**src/rtl/uart_frame_loader_pkg.sv**
```systemverilog
// Shared constants and FSM encoding for the UART frame loader.
package uart_frame_loader_pkg;
    localparam logic [7:0] SYNC_DEFAULT = 8'hAA;
    localparam logic [7:0] CMD_IMAGE    = 8'h01;
    localparam logic [7:0] CMD_WEIGHTS  = 8'h02;

    typedef enum logic [2:0] {
        S_IDLE,
        S_CMD,
        S_LEN_LO,
        S_LEN_HI,
        S_PAYLOAD,
        S_CHECK
    } state_t;
endpackage

```
**src/rtl/uart_frame_loader_watchdog.sv**
```systemverilog
// Inter-byte gap counter: cleared by each byte or while idle, expires after LIMIT silent cycles.
module loader_watchdog #(
    parameter int LIMIT = 1_000_000
) (
    input  logic clk,
    input  logic rst_n,
    input  logic en,
    input  logic clr,
    output logic expire
);
    localparam int TW = $clog2(LIMIT + 1);

    logic [TW-1:0] gap;

    always_ff @(posedge clk or negedge rst_n) begin
        if (!rst_n)              gap <= '0;
        else if (!en || clr)     gap <= '0;
        else if (!expire)        gap <= gap + 1'b1;
    end

    // A byte in the limit cycle takes priority over expiry.
    assign expire = en && !clr && (gap == TW'(LIMIT - 1));
endmodule

```
**src/rtl/uart_frame_loader.sv**
```systemverilog
// Framed byte-stream loader: SYNC, CMD, LEN_LO, LEN_HI, payload, XOR checksum.
// Optional inter-byte timeout enabled by defining LOADER_TIMEOUT_EN.
module uart_frame_loader
    import uart_frame_loader_pkg::*;
#(
    parameter int          ADDR_W       = 16,
    parameter logic [15:0] MAX_LEN      = 16'd8192,
    parameter logic [7:0]  SYNC_BYTE    = SYNC_DEFAULT,
    parameter int          TIMEOUT_CLKS = 1_000_000
) (
    input  logic              clk,
    input  logic              rst_n,
    input  logic [7:0]        rx_data,
    input  logic              rx_ready,
    input  logic              inf_busy,
    output logic              busy,
    output logic              mem_we,
    output logic              mem_sel,
    output logic [ADDR_W-1:0] mem_addr,
    output logic [7:0]        mem_wdata,
    output logic              frame_done,
    output logic [7:0]        frame_cmd,
    output logic              err_chk,
    output logic              err_frame,
    output logic              err_timeout
);
    localparam int CW = ADDR_W + 1;

    state_t        state;
    logic [7:0]    cmd_q;
    logic [7:0]    len_lo;
    logic [CW-1:0] len_q;
    logic [CW-1:0] cnt;
    logic [CW-1:0] cnt_nx;
    logic [7:0]    chk;
    logic [15:0]   len_in;
    logic          expire;

    assign busy   = (state != S_IDLE);
    assign cnt_nx = cnt + 1'b1;
    assign len_in = {rx_data, len_lo};

`ifdef LOADER_TIMEOUT_EN
    loader_watchdog #(.LIMIT(TIMEOUT_CLKS)) u_watchdog (
        .clk    (clk),
        .rst_n  (rst_n),
        .en     (busy),
        .clr    (rx_ready),
        .expire (expire)
    );
`else
    logic unused_timeout;
    assign unused_timeout = (TIMEOUT_CLKS > 0);
    assign expire         = 1'b0;
`endif

    always_ff @(posedge clk or negedge rst_n) begin
        if (!rst_n) begin
            state       <= S_IDLE;
            cmd_q       <= '0;
            len_lo      <= '0;
            len_q       <= '0;
            cnt         <= '0;
            chk         <= '0;
            mem_we      <= 1'b0;
            mem_sel     <= 1'b0;
            mem_addr    <= '0;
            mem_wdata   <= '0;
            frame_done  <= 1'b0;
            frame_cmd   <= '0;
            err_chk     <= 1'b0;
            err_frame   <= 1'b0;
            err_timeout <= 1'b0;
        end else begin
            mem_we      <= 1'b0;
            frame_done  <= 1'b0;
            err_chk     <= 1'b0;
            err_frame   <= 1'b0;
            err_timeout <= 1'b0;
            if (rx_ready) begin
                case (state)
                    S_IDLE: if (rx_data == SYNC_BYTE) state <= S_CMD;
                    S_CMD: begin
                        cmd_q <= rx_data;
                        if (rx_data == CMD_WEIGHTS) begin
                            mem_sel <= 1'b1;
                            state   <= S_LEN_LO;
                        end else if (rx_data == CMD_IMAGE && !inf_busy) begin
                            mem_sel <= 1'b0;
                            state   <= S_LEN_LO;
                        end else begin
                            err_frame <= 1'b1;
                            state     <= S_IDLE;
                        end
                    end
                    S_LEN_LO: begin
                        len_lo <= rx_data;
                        state  <= S_LEN_HI;
                    end
                    S_LEN_HI: begin
                        len_q <= CW'(len_in);
                        cnt   <= '0;
                        chk   <= '0;
                        if (len_in > MAX_LEN) begin
                            err_frame <= 1'b1;
                            state     <= S_IDLE;
                        end else if (len_in == 16'd0) begin
                            state <= S_CHECK;
                        end else begin
                            state <= S_PAYLOAD;
                        end
                    end
                    S_PAYLOAD: begin
                        mem_we    <= 1'b1;
                        mem_addr  <= cnt[ADDR_W-1:0];
                        mem_wdata <= rx_data;
                        chk       <= chk ^ rx_data;
                        cnt       <= cnt_nx;
                        if (cnt_nx == len_q) state <= S_CHECK;
                    end
                    S_CHECK: begin
                        if (rx_data == chk) begin
                            frame_done <= 1'b1;
                            frame_cmd  <= cmd_q;
                        end else begin
                            err_chk <= 1'b1;
                        end
                        state <= S_IDLE;
                    end
                    default: state <= S_IDLE;
                endcase
            end else if (expire) begin
                err_timeout <= 1'b1;
                state       <= S_IDLE;
            end
        end
    end
endmodule

```
**config.mk**
```make
export PLATFORM = sky130hd
export DESIGN_NAME = uart_frame_loader
export DESIGN_NICKNAME = d
export VERILOG_FILES = /design/src/rtl/uart_frame_loader_pkg.sv /design/src/rtl/uart_frame_loader_watchdog.sv /design/src/rtl/uart_frame_loader.sv
export SDC_FILE = /design/constraint.sdc
export NUM_CORES = 1
export LEC_CHECK = 0
export ABC_AREA = 1
export CAP_MARGIN = 25
export CORE_AREA = 2 2 110 112
export CTS_CLUSTER_DIAMETER = 30
export DETAILED_ROUTE_END_ITERATION = 7
export DIE_AREA = 0 0 112 114
export PLACE_DENSITY_LB_ADDON = 0.05
export SYNTH_ARGS = -nofsm -noshare
export SYNTH_HDL_FRONTEND = slang
export SYNTH_HIERARCHICAL = 1
export SYNTH_SLANG_ARGS = --single-unit
```
**constraint.sdc**
```tcl
create_clock -name clk -period 4.6 [get_ports clk]
set_clock_uncertainty 0.2 [all_clocks]
set_input_delay 0.92 -clock clk [delete_from_list [all_inputs] [get_ports clk]]
set_output_delay 0.92 -clock clk [all_outputs]
set_load 0.02 [all_outputs]
```
---- Word level (Yosys, flattened, before mapping) ----
Cells that the tools add are included.
word-level totals
  register bits ........................... 97
  bits in latches ......................... 0
  RAM bits ................................ 0
  memory bits (read-only) ................. 0
  bits of input ports ..................... 12
  output and inout port bits .............. 39
  logic and storage cells ................. 68
  memories ................................ 0
cells by class
  add/subtract/negate cells ............... 1
  multipliers ............................. 0
  div/mod/pow operators ................... 0
  order comparisons ....................... 1
  equality and inequality tests ........... 12
  shift operators ......................... 0
  multiplexer cells ....................... 24
  bitwise operators ....................... 1
  reductions and logical operators ........ 15
operators with widths
  kind                                                                                number
  17-bit one-hot mux with 2 select lines                                              1
  17-bit by 1-bit adder with 17-bit output (second input constant)                    1
  17-bit by 16-bit == test with 1-bit output                                          1
  16-bit by 14-bit greater-than comparator with 1-bit output (second input constant)  1
  16-bit logical NOT                                                                  1
  8-bit one-hot mux with 2 select lines                                               1
  1-bit two-way mux                                                                   15
  3-bit one-hot mux with 5 select lines                                               1
  2-bit AND reduction                                                                 5
  3-bit two-way mux                                                                   3
  3-bit AND reduction                                                                 3
  8-bit by 1-bit == test with 1-bit output (second input constant)                    1
  8-bit by 2-bit == test with 1-bit output (second input constant)                    1
  8-bit == test                                                                       1
  8-bit == test (second input constant)                                               1
  8-bit bitwise XOR                                                                   1
  3-bit by 2-bit == test with 1-bit output (second input constant)                    2
  3-bit == test (second input constant)                                               2
  2-bit two-way mux                                                                   2
  2-bit inequality test (second input constant)                                       2
  2-bit nonzero test                                                                  2
  3-bit by 1-bit == test with 1-bit output (second input constant)                    1
  3-bit logical NOT                                                                   1
  3-bit nonzero test                                                                  1
  other kinds (3)                                                                     3

---- Depth between registers and ports, before layout ----
Gate-level depths: netlist of run 1.
  depth in word-level cells ............... 6
  depth in mapped cells ................... 16
  mapped depth without buffers ............ 16

---- Worst setup path after synthesis of run 1 ----
Ideal clock, no wire load.
  path type ............................... input port to flip-flop
  start point ............................. in rx_data[7]
  end point ............................... reg frame_cmd[0]
  library setup time ...................... 0.117 ns
  arrival time ............................ 1.835 ns
  data required time ...................... 4.283 ns
  path slack .............................. 2.448 ns
  cell stages on the path ................. 8
  buffers on the path ..................... 0
  path through ............................ xnor2_1 > nand2_1 > nor2_1 > nand2_1 > nor2_2 > inv_1 > nand2_1 > nand2_1
on the way
  word-level cells in the longest chain between the ends .. 2
RTL lines
  item                                  line                      text
  from (decl)                           uart_frame_loader.sv:13   input logic [7:0] rx_data,
  8-bit == test                         uart_frame_loader.sv:122  if (rx_data == chk) begin
  3-bit AND reduction (no source line)  n/a
  to (signal assigned)                  uart_frame_loader.sv:124  frame_cmd <= cmd_q;
  to (decl)                             uart_frame_loader.sv:22   output logic [7:0] frame_cmd,
No other way between the ends.
A chain may end at the register's enable or synchronous reset.

---- Worst setup path after layout of run 1 ----
  start point ............................. reg state[0]
  end point ............................... out busy
on the way
  word-level cells in the longest chain between the ends .. 1
RTL lines
  item                    line                     text
  from (decl)             uart_frame_loader.sv:29  state_t state;
  from (signal assigned)  uart_frame_loader.sv:59  state <= S_IDLE;
  from (signal assigned)  uart_frame_loader.sv:82  S_IDLE: if (rx_data == SYNC_BYTE) state <= S_CMD;
  from (signal assigned)  uart_frame_loader.sv:87  state <= S_LEN_LO;
  3-bit nonzero test      uart_frame_loader.sv:39  assign busy = (state != S_IDLE);
  to (decl)               uart_frame_loader.sv:16  output logic busy,
No other way between the ends.

==> results of run 1 <==
-- cell families (layout without fill, tap and decap cells) --
family	after synthesis	count (layout)
xor gates and xnor gates	10	10
other	1	1
buffers and inverters	77	130
AOI/OAI and AO/OA	91	91
adders and majority gates	1	1
and+or+nand+nor	289	289
DFF	97	97
-- how the worst max path moves through the flow --
stage / startpoint / endpoint / slack, ns / cells after the start
floorplan: rx_data[7] / frame_cmd[0]$_DFFE_PN0P_ / 2.45 / 8
global placement: rx_ready / cnt[2]$_DFFE_PN0P_ / 1.38 / 7
detailed placement: rx_ready / cnt[2]$_DFFE_PN0P_ / 1.35 / 7
CTS: state[0]$_DFFE_PN0P_ / busy / 1.67 / 5
global route: rx_ready / cnt[2]$_DFFE_PN0P_ / 1.48 / 7
finish: state[0]$_DFFE_PN0P_ / busy / 1.67 / 5
-- state kept, by name, summed over array words and instances, names as in the netlist --
| name | count |
|---|---|
| chk | 8 |
| cmd_q | 8 |
| cnt | 17 |
| err_chk | 1 |
| err_frame | 1 |
| frame_cmd | 8 |
| frame_done | 1 |
| len_lo | 8 |
| len_q | 16 |
| mem_addr | 16 |
| mem_sel | 1 |
| mem_wdata | 8 |
| mem_we | 1 |
| state | 3 |
-- placed cells by master, fill, tap and decap left out, types with 2 or more instances in the layout --
cell type	count
nand2_1	182
dfrtp_1	97
o21ai_0	73
inv_1	59
clkdlybuf4s50_1	48
nand3_1	42
nor2_1	29
nand4_1	10
o22ai_1	10
xnor2_1	9
clkbuf_16	9
nand3b_1	8
nor2_2	5
nor3_1	5
buf_4	4
a21oi_1	3
nand2_2	3
clkinv_4	3
nor2_4	2
clkinv_2	2
-- layer usage --
metal | share of wire, % | track usage (%) | wire [um] | vias up
li1 | - | - | - | 1919
met5 | 0 | 0 | 0 | -
met1 | 49 | 24.9 | 5440 | 1771
met3 | 3.0 | 3.08 | 328 | 11
met4 | 1.6 | 8.13 | 180 | 0
met2 | 46 | 29.1 | 5150 | 65
-- power by group through the flow --
stage               combinational [uW]  clock, uW  sequential [uW]
floorplan                         1070          0             1030
global placement                  1350          0             1050
detailed placement                1380          0             1050
CTS                               1390        744             1030
global route                      1600        777             1050
finish                            1380        718             1030
-- final cells by class --
cell class,count,area [um^2],share of cell area (%)
well taps,147,184,3.35
clock inverters,6,43.8,0.798
repair buffers,53,538,9.80
inverters,61,229,4.17
multi-input cells,392,1830,33.3
flip-flops and latches,97,2430,44.2
clock buffers,10,239,4.35
-- stage by stage --
stage	instances	instance area, um^2	power, uW
5_1_grt	766	5490	3430
3_3_place_gp	749	5180	2400
3_5_place_dp	750	5210	2430
6_report	766	5490	3130
4_1_cts	766	5490	3170
2_1_floorplan	566	4550	2100
-- worst max-delay path, cell delays in order (launching register included) --
cell             delay, ns
dfrtp_1               0.44
nor2_1                0.16
inv_1                 0.10
nor2_1                0.16
inv_1                 0.07
clkdlybuf4s50_1       0.54
-- cell usage after synthesis (2+ instances only) --
cell type  number  area, um^2
nand2_1       182         683
o22ai_1        10        62.6
inv_1          59         221
xnor2_1         9        78.8
nand2_2         3        18.8
nand3b_1        8        60.1
nor2_4          2        22.5
a21oi_1         3        15.0
nor2_1         29         109
clkbuf_1       13        48.8
o21ai_0        73         365
nor3_1          5        25.0
nand4_1        10        62.6
nand3_1        42         210
nor2_2          5        31.3
dfrtp_1        97        2430
==> implementation parameters, run 1 <==
Parameter                              Value

Clocking
  Post-CTS sizing ... 0
  Inserted Clock Buffers ... 9
  CTS HTree Levels ... 3
  Number of buffers inserted by post-CTS setup repair ... 0
  Number of hold buffers added after CTS ... 0
  Clk sinks ... between 90 and 100
  Clock latency of the later-clocked register in the worst-skew pair ... 0.35 ns
  Buffers from clock root to sink, at most ... 2
  CTS clock-pin slew for the worst setup and hold paths ... about 0.07 ns
  Root buffer cell ... clkbuf_16
  CTS tree ... built

Worst hold path
  Worst Hold Depth ... 2
  Hold_sp ... frame_cmd[7]$_DFFE_PN0P_
  Class of the tightest hold or removal check ... reg -> reg
  Endpoint of the worst hold path ... frame_cmd[7]$_DFFE_PN0P_

Die
  Floorplan Core Area ... 0.0117 mm^2
  Ports ... 51
  Number of standard-cell rows in the floorplan ... 40
  Initial cell density of the core ... between 30% and 40%
  Width of the die ... 112 um
  Die boundary height ... 114 um
  Area enclosed by the die boundary ... ~0.013 mm^2

Logic synthesis
  Synthesis warning total ... 6
  Instance count of the mapped netlist ... roughly 570
  Simple-Gate Fraction of Synth Area ... 27.4%
  Synthesized netlist net count ... 579
  Post-synthesis adder-cell area fraction ... 0.275%
  Number of storage elements in the synthesis netlist ... 97
  Prevailing post-synth register cell ... dfrtp_1
  Dominant combinational cell family by area after synthesis ... simple AND/OR/NAND/NOR gates
  Post-synthesis area per instance ... around 8 um^2
  Fraction of registers with async set/reset ... 100%
  Number of flops mapped to enable cells by yosys ... 0
  Combined area of all synthesized cells ... ~0.0046 mm^2
  Sequential-to-total area share from yosys stat ... 53.3%
  Post-Synth XOR/XNOR Area ... 1.92%
  Count of cell types in the netlist ... 32
  Share of the synthesized area in compound gates (AO/OA/AOI/OAI) ... 10.5%
  Multiplexer share of the synthesized area ... 0%

GRT
  Pin count of the biggest net entering global routing ... between 70 and 80
  First-pass GRT wire length ... around 18 mm
  Gr usage total ... a little under a fifth
  Via count of the first global-routing pass ... approximately 3.6k
  Grt ovf ... 0
  Initial antenna violation count ... 0

Setup path
  Critical path class ... reg -> out
  Critical Path Start Type ... flop
  Highest net fanout along the worst path ... 6
  Worst EP arrival ... roughly 1.8 ns
  Critical path required time ... 3.48 ns
  Worst flop-to-flop path endpoint ... state[0]$_DFFE_PN0P_
  Cells on worst reg2reg path ... 16
  Launching point of the worst reg2reg path ... cnt[0]$_DFFE_PN0P_
  Flop2flop setup slack ... 2.27 ns
  Crit path capture type ... output pin

STA
  Endpoints failing setup ... 0
  Shortest period the worst path allows ... slightly below 3 ns
  Post-route clock period utilization ... 63.7%
  Worst path setup slack after routing ... 1.67 ns
  Final TNS setup ... 0 ns
  Final hold slack ... 0.279 ns
  Headroom to the max-slew limit ... ~52%
  Least-Margin Pin Slew ... 0.720 ns
  F_max ... 341 MHz
  Hold violation count in the final report ... 0
  Number of pins exceeding their max-slew limit in the final report ... 0
  RSZ-0062 raised after global routing ... no

Layout
  Final antenna diode count ... 0
  Number of nets in the layout ... approximately 630
  Filler cell count in the final layout ... 1220
  Share of cells above drive strength 1 ... under 10%
  Signed area change from the synthesized netlist to the final layout ... 20.6%
  Finished Core Util ... a little under half

Power
  Power density of the placed cells ... 571 mW/mm^2
  Maximum VDD drop ... approximately 0.00026 V
  Sequential Power Share ... between 30% and 40%
  Fraction of power spent switching nets ... between 40% and 50%
  Cell internal pwr ... approximately 1800 uW
  Fraction of power consumed by combinational cells ... ~44%
  Leakage power of the design ... 0.00273 uW
  Clock network fraction of total power ... 22.9%
  Net switching power of the design ... 1300 uW

Drt
  Number of detailed-routing iterations run before antenna repair ... 4
  Number of nets still failing antenna checks after routing ... 0
  Average vias per placed instance ... between 4 and 5
  Overall via count from detail_route ... 3766
  Total length of routed wires ... ~11 mm
  Final routed wire length divided by cell count ... 14.5 um
  1st-iter DRT viols ... 167
  Drc violations ... 0

Placement
  Routability Congestion ... 0.898
  Input/output buffers ... 49
  Post-Place Setup Slack ... 1.35 ns
  Placed wire-length estimate ... just under 8 mm

Run status
  Status ... finished clean

Job
  Maxcap violations ... 0
Power figures use the tool's default switching activity.
==> inputs of run 2 (changes only) <==
==> constraint.sdc (replaced) <==
create_clock -name clk -period 2.6 [get_ports clk]
set_clock_uncertainty 0.2 [all_clocks]
set_input_delay 0.52 -clock clk [delete_from_list [all_inputs] [get_ports clk]]
set_output_delay 0.52 -clock clk [all_outputs]
set_load 0.02 [all_outputs]
==> implementation parameters, run 2 (synthesis gave the netlist of run 1 again) <==
Parameter                              Value

GRT
  Initial antenna violation count ... 0 (unchanged)
  Gr usage total ... 19.2% (+0.89 points)
  First-pass GRT wire length ... 19.2 mm (+5.1%)
  Via count of the first global-routing pass ... 3801 (+4.5%)
  Grt ovf ... 0 (unchanged)
  Pin count of the biggest net entering global routing ... 47 (-36%)

Run status
  Status ... finished clean

STA
  RSZ-0062 raised after global routing ... no
  Hold violation count in the final report ... 0 (unchanged)
  Number of pins exceeding their max-slew limit in the final report ... 0 (unchanged)
  Headroom to the max-slew limit ... 65.3% (+13 points)
  Post-route clock period utilization ... 90.0%
  Endpoints failing setup ... 0 (unchanged)
  Least-Margin Pin Slew ... 0.520 ns (-0.200 ns)
  Shortest period the worst path allows ... 2.34 ns
  F_max ... about 430 MHz
  Final TNS setup ... 0 ns (unchanged)

Clocking
  CTS tree ... built
  Root buffer cell ... clkbuf_16
  Clock latency of the later-clocked register in the worst-skew pair ... 0.35 ns (about the same)
  Clk sinks ... 97 (unchanged)
  CTS HTree Levels ... 3 (unchanged)
  Buffers from clock root to sink, at most ... 2 (unchanged)
  Number of buffers inserted by post-CTS setup repair ... 0 (unchanged)
  Inserted Clock Buffers ... 9 (unchanged)
  CTS clock-pin slew for the worst setup and hold paths ... 0.07 ns (about the same)

Die
  Die boundary height ... 114 um (unchanged)
  Initial cell density of the core ... 38.9% (unchanged)
  Number of standard-cell rows in the floorplan ... 40 (unchanged)
  Area enclosed by the die boundary ... 0.0128 mm^2 (unchanged)
  Floorplan Core Area ... 0.0117 mm^2 (unchanged)
  Ports ... 51 (unchanged)
  Width of the die ... 112 um (unchanged)

Worst hold path
  Worst Hold Depth ... 2 (unchanged)
  Endpoint of the worst hold path ... frame_cmd[6]$_DFFE_PN0P_
  Class of the tightest hold or removal check ... reg -> reg
  Hold_sp ... frame_cmd[6]$_DFFE_PN0P_

Layout
  Top register by number of flip-flops ... cnt
  Finished Core Util ... 47.6% (+0.71 points)
  Number of flip-flops in the largest register ... 17 (unchanged)
  Number of nets in the layout ... 636 (+1.4%)
  Final antenna diode count ... 0 (unchanged)
  Leading cell type in the layout, fill and taps excluded ... nand2_1
  Largest regs ... cnt x17, len_q x16, mem_addr x16
  Signed area change from the synthesized netlist to the final layout ... 22.4%
  Most used cells in the layout excluding fill and tap cells ... nand2_1, dfrtp_1, o21ai_0
  Share of cells above drive strength 1 ... 6.53% (+1.2 points)

Power
  Leakage power of the design ... 0.00279 uW (+1.9%)
  Power density of the placed cells ... 1020 mW/mm^2 (+78%)
  Maximum VDD drop ... 0.000473 V (+84%)

Setup path
  Critical path required time ... 2.64 ns (-0.84 ns)
  Launching point of the worst reg2reg path ... cnt[0]$_DFFE_PN0P_
  Highest net fanout along the worst path ... 6 (unchanged)
  Worst EP arrival ... 2.38 ns (+0.57 ns)
  Worst flop-to-flop path endpoint ... state[1]$_DFFE_PN0P_
  Critical Path Start Type ... flop
  Critical path class ... reg -> reg
  Crit path capture type ... flop
  Cells on worst reg2reg path ... 16 (unchanged)
  Flop2flop setup slack ... 0.26 ns (-2.01 ns)

Drt
  Total length of routed wires ... 11.5 mm (+3.5%)
  Final routed wire length divided by cell count ... 14.8 um (+2.3%)
  Number of nets still failing antenna checks after routing ... 0 (unchanged)
  Overall via count from detail_route ... 3842 (+2.0%)
  Number of detailed-routing iterations run before antenna repair ... 5 (+1)
  Drc violations ... 0 (unchanged)
  Average vias per placed instance ... 4.96 (+0.83%)
  1st-iter DRT viols ... 179 (+7.2%)

Placement
  Placed wire-length estimate ... 8.13 mm (+5.6%)
  Routability Congestion ... 0.845 (-6.0%)
  Input/output buffers ... 49 (unchanged)

Job
  Maxcap violations ... 0 (unchanged)
-- run 2: cell types whose count changed in the layout (fill, tap and decap cells not counted), sizes merged --
cell	previous run	this run
clkinvlp	1	2
clkinv	6	3
buf	5	13
clkdlybuf4s50	48	47
dlymetal6s2s	0	1
dlygate4sd3	0	1
bufinv	0	1
clkbuf	10	11
-- run 2: how the worst max path moves through the flow --
stage,startpoint,cells after the start,slack (ns),endpoint
floorplan,cnt[0]$_DFFE_PN0P_,16,0.64,state[1]$_DFFE_PN0P_
global placement,rx_data[0],9,0.13,state[0]$_DFFE_PN0P_
detailed placement,rx_data[0],9,0.12,state[0]$_DFFE_PN0P_
CTS,state[1]$_DFFE_PN0P_,5,0.09,busy
global route,cnt[0]$_DFFE_PN0P_,16,0.003,state[0]$_DFFE_PN0P_
finish,cnt[0]$_DFFE_PN0P_,16,0.26,state[1]$_DFFE_PN0P_
-- run 2: routing by layer --
metal  GRT usage [%]  up-vias  share of wire [%]
met5               0        -                  0
met2            30.9       95                 47
met3            2.87       14                3.9
met4            8.46        0                2.1
met1            26.0     1794                 47
li1                -     1939                  -
-- run 2: final cells by class --
cell class              instances  area (um^2)
fillers                      1177         6140
flip-flops and latches         97         2430
multi-input cells             392         1830
repair buffers                 62          603
clock buffers                  11          243
inverters                      61          229
well taps                     147          184
clock inverters                 5         55.1
-- run 2: report_power, final --
part	switching (uW)	internal [uW]	leakage [uW]
combinational	1590	885	0.00139
sequential	155	1680	0.00125
clock	586	770	0.000142
total	2330	3340	0.00279
-- run 2: worst max-delay path, stage by stage (launching register included) --
cell and delay [ns]:
dfrtp_1 0.44, ha_2 0.26, nand3_2 0.19, inv_1 0.14, nand2_1 0.10, nand2_1 0.09, nand3_1 0.08, nand2_1 0.07
nand2_1 0.05, inv_1 0.06, nand2_1 0.05, nor2_1 0.10, nand3_1 0.12, nand2_2 0.10, nand2_1 0.07, nand2_1 0.07
nand2_1 0.04
-- run 2: per-stage QoR --
| stage | hold slack, ns | total power [uW] | setup WS, ns | cells | cell area (um^2) |
|---|---|---|---|---|---|
| 5_1_grt | 0.293 | 6200 | 0.00343 | 775 | 5570 |
| 4_1_cts | 0.278 | 5700 | 0.0865 | 775 | 5570 |
| 3_3_place_gp | 0.255 | 4260 | 0.132 | 758 | 5260 |
| 6_report | 0.279 | 5670 | 0.260 | 775 | 5570 |
| 2_1_floorplan | 0.0244 | 3710 | 0.635 | 566 | 4550 |
| 3_5_place_dp | 0.261 | 4310 | 0.118 | 758 | 5260 |
-- run 2: repair_timing --
item	4_1_cts	5_1_grt
endpoints found under the hold margin	25	0
hold buffers	1	0
endpoints found under the setup margin	0	3
gates resized for setup	0	2
==> inputs of run 3 (changes only) <==
--- a/config.mk
+++ b/config.mk
@@ -11,6 +11,7 @@
 export CTS_CLUSTER_DIAMETER = 30
 export DETAILED_ROUTE_END_ITERATION = 7
 export DIE_AREA = 0 0 112 114
+export MAX_ROUTING_LAYER = met4
 export PLACE_DENSITY_LB_ADDON = 0.05
 export SYNTH_ARGS = -nofsm -noshare
 export SYNTH_HDL_FRONTEND = slang
==> implementation parameters, run 3 (synthesis gave the netlist of run 1 again) <==
Parameter                              Value

Power
  Power density of the placed cells ... 1020 mW/mm^2 (about the same)
  Maximum VDD drop ... 0.000466 V (-1.6%)
  Leakage power of the design ... 0.00279 uW (unchanged)

Clocking
  CTS clock-pin slew for the worst setup and hold paths ... 0.07 ns (about the same)
  CTS tree ... built
  Clk sinks ... 97 (unchanged)
  Buffers from clock root to sink, at most ... 2 (unchanged)
  Inserted Clock Buffers ... 9 (unchanged)
  Clock latency of the later-clocked register in the worst-skew pair ... 0.35 ns (about the same)
  CTS HTree Levels ... 3 (unchanged)
  Root buffer cell ... clkbuf_16

GRT
  First-pass GRT wire length ... 19.3 mm (+0.15%)
  Met1 usage ... 26.2% (+0.24 points)
  GR Util met2 ... 30.8% (-0.081 points)
  Via count of the first global-routing pass ... 3790 (-0.29%)
  Met3 capacity usage during global routing ... 2.87% (unchanged)
  Grt ovf ... 0 (unchanged)
  Top Usage Layer GRT ... met2
  Pin count of the biggest net entering global routing ... 47 (unchanged)
  Gr usage total ... 19.8% (+0.63 points)
  Initial antenna violation count ... 0 (unchanged)

Setup path
  Worst EP arrival ... 2.38 ns (about the same)
  Buffering stage count on the worst path with inverters included ... 0 (-2)
  Highest-delay cell along the critical path ... dfrtp_1
  Ordered list of cells on the worst path ... ha_2 -> nand3_2 -> nor2_4 -> nand2_1 -> nand3_1 -> nand3_1 -> nor2_1 -> nand2_1 -> nor2_1 -> nand3_1 -> nand2_2 -> nand2_1 -> nand2_1 -> nand2_1
  CP startpoint ... cnt[0]$_DFFE_PN0P_
  Critical Path Start Type ... flop
  Crit path capture type ... flop
  Flop2flop setup slack ... 0.26 ns (about the same)
  Critical path required time ... 2.64 ns (about the same)
  Launching point of the worst reg2reg path ... cnt[0]$_DFFE_PN0P_
  Delay-heaviest family, CP ... simple AND/OR/NAND/NOR gates
  Critical path class ... reg -> reg
  Max stage delay on crit path ... 0.44 ns (about the same)
  Dominant cell type by count on the critical path ... nand2_1
  Highest net fanout along the worst path ... 6 (unchanged)

STA
  Endpoints failing setup ... 0 (unchanged)
  Post-route clock period utilization ... 90.2% (+0.15 points)
  Hold violation count in the final report ... 0 (unchanged)
  Headroom to the max-slew limit ... 65.5% (+0.19 points)
  Shortest period the worst path allows ... 2.34 ns (+0.00389 ns)
  Final TNS setup ... 0 ns (unchanged)
  F_max ... 427 MHz (-0.17%)
  RSZ-0062 raised after global routing ... no
  Least-Margin Pin Slew ... 0.517 ns (-0.00290 ns)
  Number of pins exceeding their max-slew limit in the final report ... 0 (unchanged)
  Final hold slack ... 0.276 ns (-0.00232 ns)

Die
  Ports ... 51 (unchanged)
  Number of standard-cell rows in the floorplan ... 40 (unchanged)
  Initial cell density of the core ... 38.9% (unchanged)
  Die boundary height ... 114 um (unchanged)
  Area enclosed by the die boundary ... 0.0128 mm^2 (unchanged)
  Floorplan Core Area ... 0.0117 mm^2 (unchanged)
  Width of the die ... 112 um (unchanged)

Drt
  1st-iter DRT viols ... 171 (-4.5%)
  Number of nets still failing antenna checks after routing ... 0 (unchanged)
  Overall via count from detail_route ... 3827 (-0.39%)
  Drc violations ... 0 (unchanged)
  Number of detailed-routing iterations run before antenna repair ... 4 (-1)
  Total length of routed wires ... 11.5 mm (about the same)
  Final routed wire length divided by cell count ... 14.8 um (about the same)
  Average vias per placed instance ... 4.94 (-0.39%)

Layout
  Number of nets in the layout ... 636 (unchanged)
  Top register by number of flip-flops ... cnt
  Filler cell count in the final layout ... 1177 (unchanged)
  Leading cell type in the layout, fill and taps excluded ... nand2_1
  Number of standard cells in the final layout excluding fillers ... 775 (unchanged)
  Share of cells above drive strength 1 ... 6.53% (unchanged)
  Number of flip-flops in the largest register ... 17 (unchanged)
  Signed area change from the synthesized netlist to the final layout ... 22.4% (unchanged)
  Final antenna diode count ... 0 (unchanged)
  Largest regs ... cnt x17, len_q x16, mem_addr x16
  Most used cells in the layout excluding fill and tap cells ... nand2_1, dfrtp_1, o21ai_0

Placement
  Placed Instances ... 758 (unchanged)
  Placed wire-length estimate ... 8.13 mm (unchanged)
  Routability Congestion ... 0.858 (+1.6%)
  Input/output buffers ... 49 (unchanged)

Worst hold path
  Class of the tightest hold or removal check ... reg -> reg
  Hold_sp ... frame_cmd[6]$_DFFE_PN0P_

Run status
  Status ... finished clean

Job
  Maxcap violations ... 0 (unchanged)
==> run 3: cell counts in the layout (fill, tap and decap cells not counted) <==
No cell type changed its count.
==> run 3: per-stage QoR <==
stage | setup slack, ns | utilization [%] | cell area, um^2 | power [uW]
after CTS | 0.0865 | 47.5 | 5570 | 5700
after global routing | 0.00193 | 47.6 | 5570 | 6200
after detailed placement | 0.118 | 44.9 | 5260 | 4310
final | 0.256 | 47.6 | 5570 | 5670
after global placement | 0.132 | 44.9 | 5260 | 4260
after floorplan | 0.635 | - | 4550 | 3710
==> run 3: worst paths after layout <==
check                                            to  depth (start not counted)
max                            state[1]$_DFFE_PN0P_                         14
min                        frame_cmd[6]$_DFFE_PN0P_                          2
max reg2reg                    state[1]$_DFFE_PN0P_                         14
min reg2reg                frame_cmd[6]$_DFFE_PN0P_                          2
max in group asynchronous        chk[4]$_DFFE_PN0P_                          3
min in group asynchronous   mem_addr[1]$_DFFE_PN0P_                          2
==> run 3: layer usage <==
metal | part of all wire (%) | vias to the layer above
li1 | - | 1938
met1 | 49 | 1798
met2 | 47 | 80
met3 | 3.1 | 11
met4 | 1.4 | 0
met5 | 0 | -
==> run 3: final cells by class <==
class	count	area (um^2)	area share, %
clock buffer	11	243	4.36
tap	147	184	3.30
timing repair buffer	62	603	10.8
clock inverter	5	55.1	0.988
multi-input combinational	392	1830	32.9
sequential	97	2430	43.6
inverter	61	229	4.11
==> run 3: timing repair <==
item | 4_1_cts | 5_1_grt
endpoints found under the hold margin | 25 | 0
gates resized for setup | 0 | 2
hold buffers | 1 | 0
buffers inserted | 0 | 0
endpoints found under the setup margin | 0 | 3
==> run 3: power by group <==
part           total, uW  leakage [uW]  internal, uW  switching (uW)
registers           1840       0.00125          1680             155
clock network       1350      0.000142           770             583
logic               2480       0.00139           885            1590
==> run 3: tightest hold or removal path, cell delays in order (launching register included) <==
cell	delay, ns
dfrtp_1	0.35
nand2_1	0.05
nand2_1	0.05
